## config.mk

```make
export PLATFORM = sky130hd
export DESIGN_NAME = sync_fifo_reader
export DESIGN_NICKNAME = d
export VERILOG_FILES = /design/src/rtl/sync_fifo_reader.sv
export SDC_FILE = /design/constraint.sdc
export NUM_CORES = 1
export LEC_CHECK = 0
export BUFFER_PORTS_ARGS = -buffer_cell sky130_fd_sc_hd__buf_4
export CORE_MARGIN = 10
export CORE_UTILIZATION = 55
export DETAILED_ROUTE_END_ITERATION = 8
export PLACE_DENSITY_LB_ADDON = 0.1
export SLEW_MARGIN = 20
export SYNTH_ARGS = -nofsm -noshare
export SYNTH_HDL_FRONTEND = slang
export SYNTH_SLANG_ARGS = --single-unit
```

## constraint.sdc

```tcl
create_clock -name clk -period 2.72 [get_ports clk]
set_clock_uncertainty 0.1 [all_clocks]
set_input_delay 0.136 -clock clk [delete_from_list [all_inputs] [get_ports clk]]
set_output_delay 0.136 -clock clk [all_outputs]
set_load 0.05 [all_outputs]
```

## src/rtl/sync_fifo_reader.sv

```systemverilog
// Read-side controller for sync_fifo: pops under a credit limit, tracks each pop through the
// FIFO read latency, and lands returned words in a skid buffer drained by a valid/ready stream.
module sync_fifo_reader #(
    parameter int DWIDTH            = 16,
    parameter int DEPTH             = 16,
    parameter int AWIDTH            = $clog2(DEPTH),
    parameter int COMMON_BRAM_DELAY = 2,
    parameter int SKID_DEPTH        = COMMON_BRAM_DELAY + 2
) (
    input  logic                                clk,
    input  logic                                reset_n,
    input  logic                                enable,
    output logic                                fifo_pop,
    input  logic [DWIDTH-1:0]                   fifo_out,
    input  logic                                fifo_empty,
    input  logic [AWIDTH:0]                     fifo_num,
    output logic                                m_valid,
    output logic [DWIDTH-1:0]                   m_data,
    input  logic                                m_ready,
    output logic [$clog2(COMMON_BRAM_DELAY+1):0] inflight_cnt,
    output logic [$clog2(SKID_DEPTH):0]         skid_cnt,
    output logic                                busy
);

    localparam int D  = COMMON_BRAM_DELAY;
    localparam int IW = $clog2(D + 1) + 1;
    localparam int SW = $clog2(SKID_DEPTH) + 1;
    localparam int PW = $clog2(SKID_DEPTH);
    localparam int CW = ((IW > SW) ? IW : SW) + 1;

    logic              w_capture;
    logic              w_handshake;
    logic [IW-1:0]     w_inflight;
    logic [CW-1:0]     w_committed;
    logic [SW-1:0]     r_cnt;
    logic [PW-1:0]     r_wptr;
    logic [PW-1:0]     r_rptr;
    logic [DWIDTH-1:0] r_mem [SKID_DEPTH];
    logic              w_unused;

    // fifo_num is exported by the FIFO for debug only and takes no part in control.
    assign w_unused = ^fifo_num;

    generate
        if (D == 0) begin : g_fall_through
            assign w_capture  = fifo_pop;
            assign w_inflight = '0;
        end else begin : g_latency_pipe
            logic [D-1:0] r_vld_sr;

            always_ff @(posedge clk or negedge reset_n) begin
                // NOTE: sequential state uses non-blocking assignments so every flop samples pre-edge values.
                if (!reset_n) r_vld_sr <= '0;
                else          r_vld_sr <= (r_vld_sr << 1) | D'(fifo_pop);
            end

            assign w_capture = r_vld_sr[D-1];

            always_comb begin
                // NOTE: default assignment first so the combinational block can never infer a latch.
                w_inflight = '0;
                for (int i = 0; i < D; i++) w_inflight = w_inflight + IW'(r_vld_sr[i]);
            end
        end
    endgenerate

    // Credit check ignores a same-cycle handshake on purpose: conservative but never over-commits.
    assign w_committed = CW'(w_inflight) + CW'(r_cnt);
    assign fifo_pop    = reset_n & enable & ~fifo_empty & (w_committed < CW'(SKID_DEPTH));

    assign m_valid      = (r_cnt != '0);
    assign w_handshake  = m_valid & m_ready;
    assign m_data       = m_valid ? r_mem[r_rptr] : '0;
    assign inflight_cnt = w_inflight;
    assign skid_cnt     = r_cnt;
    assign busy         = (w_inflight != '0) | m_valid;

    function automatic logic [PW-1:0] next_ptr(input logic [PW-1:0] p);
        return (p == PW'(SKID_DEPTH - 1)) ? '0 : p + 1'b1;
    endfunction

    always_ff @(posedge clk or negedge reset_n) begin
        if (!reset_n) begin
            r_cnt  <= '0;
            r_wptr <= '0;
            r_rptr <= '0;
        end else begin
            if (w_capture)   r_wptr <= next_ptr(r_wptr);
            if (w_handshake) r_rptr <= next_ptr(r_rptr);
            case ({w_capture, w_handshake})
                2'b10:   r_cnt <= r_cnt + 1'b1;
                2'b01:   r_cnt <= r_cnt - 1'b1;
                default: r_cnt <= r_cnt;
            endcase
        end
    end

    // NOTE: storage is not reset; entries are only visible through m_data while skid_cnt says they are live.
    always_ff @(posedge clk) begin
        if (w_capture) r_mem[r_wptr] <= fifo_out;
    end

endmodule

```

==> impl_metrics.ini <==
[detailed_routing]
dr.pass1.iters = 4
vias = 1573
drtAntennaViolNets = 0
drtIter0Drc = 91
drt-vias-per-instance = 5.24
wl_mm = 5.68
drc = 0
routedWlPerCell_um = 18.9

[timing]
rsz0062_at_grt = false
slew_headroom_pct = 41.5
tightest_slew_ns = 0.877
setup_viol = 0
fin_crit_ns = 2.31
setup-tns-final_ns = 0
slew_viol_final = 0
hold_viol = 0
fmax_ghz = 0.433
finalCritPeriodShare_pct = 85.0

[worst_setup_path]
r2r_setup_slack_ns = 0.61
cp_max_fo = 9
worst_setup_path_start_kind = flip-flop
rr_startpoint = g_latency_pipe.r_vld_sr[1]
reg2reg_depth = 6
crit_required_ns = 2.48
worstPathArrival_ns = 2.08
endpoint_kind = primary output
rr_endpoint = g_latency_pipe.r_vld_sr[0]
cpMostUsedCell = buf_4
crit_type = flip-flop to primary output
timing.critical_path.cells = buf_4, mux4_1, and2_1, buf_4
slowest_delay_ns = 0.57
cp_slowest_cell = dfrtp_1

[logic_synthesis]
async_reset_ff_share_pct = 12.3
yosysUniqueCellTypes = 25
ys_warn_count = 0
postSynth.topFlopCell = edfxtp_1
synth.net_count = 188
syn_inst = 152
synth-seq-cells = 73
synth_area_per_cell_sq_um = 19.8
synth-seq-area-share_pct = 71.4
syn_area_sq_um = 3010
synth_edf_count = 64

[floorplanning]
die_y_um = 93.9
io_pins = 51
die_w_um = 93.9
die-area_sq_um = 8820
rows = 26
start_util_pct = 57.7
coreArea_sq_um = 5200

[clock_network]
numCtsBuffers = 9
cts_tree = done
cts_root_buffer = clkbuf_8
post_cts_resized = 0
cts.sinks = 73
cts_buffer_depth = 2
clk_pin_slew_ns = 0.07
clk_latency_ns = 0.33
htreeDepth = 3

[place]
gp_congestion = 0.714
placed_area_sq_um = 3410
dp_hpwl_mm = 3.64
dp_cells = 264
port_buffers = 44

[final_layout]
drive_above_1_share_pct = 33.2
fin_nets = 260
area_growth_pct = 28.6
fillers = 329
stdcell_count = 300
design_area_sq_um = 3860
final_util_pct = 74.3

[global_routing]
gr-usage-met2_pct = 23.1
grt_pass1_vias = 1753
grt_pass1_wl_mm = 8.98
grt_max_degree = 19
use_met1_pct = 15.2
grtUsageTotal_pct = 13.7
grt_overflow_total = 0
use_met3_pct = 4.00
top_usage_layer = met2
grt_antenna_before_repair = 0

[pwr]
p_total_mw = 4.31
p_leak_nw = 1.47
ir_worst_vdd_uv = 861
powerDensity_nw_per_um2 = 1110

[worst_hold_path]
min_path_type = input pin to async pin

[outcome]
status = completed

[run]
cap_violations = 0
[how the worst max path moves through the flow]
stage                                           from                    endpoint  slack [ns]  cells past startpoint
final                                      r_rptr[0]                   m_data[6]        0.41                      4
after floorplan           g_latency_pipe.r_vld_sr[1]  g_latency_pipe.r_vld_sr[0]        0.35                      5
after detailed placement                 skid_cnt[0]                 skid_cnt[2]        0.69                      9
after CTS                                  r_rptr[0]                   m_data[6]        0.37                      4
after global placement                   skid_cnt[0]                 skid_cnt[2]        0.74                      9
after global routing                       r_rptr[0]                   m_data[4]        0.32                      4
[what timing repair did]
item / CTS / global route
hold buffers: 19 / 0
hold endpoints to repair: 74 / 0
endpoints found under the setup margin: 0 / 0
buffers inserted: 0 / 0
[through the flow]
step / setup WS, ns / hold WS [ns]
2_1_floorplan: 0.347 / -0.260
3_3_place_gp: 0.740 / -0.135
3_5_place_dp: 0.688 / -0.130
4_1_cts: 0.370 / 0.0453
5_1_grt: 0.321 / 0.0509
6_report: 0.408 / 0.0609
[flip-flops by register name, indices dropped and copies added, names as in the netlist]
register / flops
g_latency_pipe.r_vld_sr: 2
r_wptr: 2
r_rptr: 2
r_mem: 64
skid_cnt: 3
[worst max-delay path, delay by kind of cell (launching register included)]
family / cells / cell delay, ns
flops: 1 / 0.57
mux: 1 / 0.57
buf+inv: 2 / 0.43
simple gates: 1 / 0.17
[layer usage]
layer / vias to the layer above / wire (um)
li1: 731 / -
met1: 783 / 2310
met2: 52 / 2920
met3: 7 / 364
met4: 0 / 84
met5: - / 0
[layout by cell type (no fill, tap or decap)]
cell type,synthesis,final
clkbuf_8,0,9
dfrtp_1,9,9
dlygate4sd3_1,0,19
fa_1,1,1
o21ai_0,2,2
edfxtp_1,64,64
clkinv_2,0,1
nor2_1,3,3
mux2_2,2,2
inv_6,0,1
and2_1,21,21
mux2i_1,1,1
mux4_1,8,8
mux4_2,8,8
bufinv_16,0,4
a311oi_2,0,1
xnor2_1,1,1
clkinvlp_4,0,1
ha_1,9,9
inv_1,8,8
or3_1,1,1
nand3_1,1,1
diode_2,0,1
buf_4,1,48
nand2_1,2,2
xor2_1,2,2
conb_1,1,1
nor3_2,1,1
[cell usage after synthesis (3+ instances only)]
master	n	area share (%)
mux4_2	8	6.0
ha_1	9	3.7
and2_1	21	4.4
nor2_1	3	0.37
dfrtp_1	9	7.5
edfxtp_1	64	64
inv_1	8	1.0
mux4_1	8	7.0
[kinds of logic (layout without fill, tap and decap cells)]
logic type | after synthesis | after routing | share of synthesized area (%)
buffers and inverters | 14 | 91 | 2.75
flip-flops | 73 | 73 | 71.4
XOR/XNOR | 3 | 3 | 0.874
AND/OR/NAND/NOR | 29 | 29 | 5.70
multiplexers | 19 | 19 | 14.1
adder cells (fa/ha/maj) | 10 | 10 | 4.41
AO/OA/AOI/OAI | 3 | 3 | 0.625
other | 1 | 2 | 0.125
[where the power goes]
part	switching (mW)	internal, mW
sequential	0.144	1.31
combinational	1.07	0.679
clock	0.396	0.703
total	1.61	2.69
[layout make-up]
type	instances	area (sq um)	area share [%]
diodes	1	2.50	0.0647
clock buffers	9	124	3.20
clock inverters	7	141	3.66
inverters	8	30.0	0.777
multi-input cells	65	782	20.2
flip-flops and latches	73	2150	55.6
well taps	70	87.6	2.27
repair buffers	67	551	14.2
No activity file was read; power rests on OpenSTA's default activity.
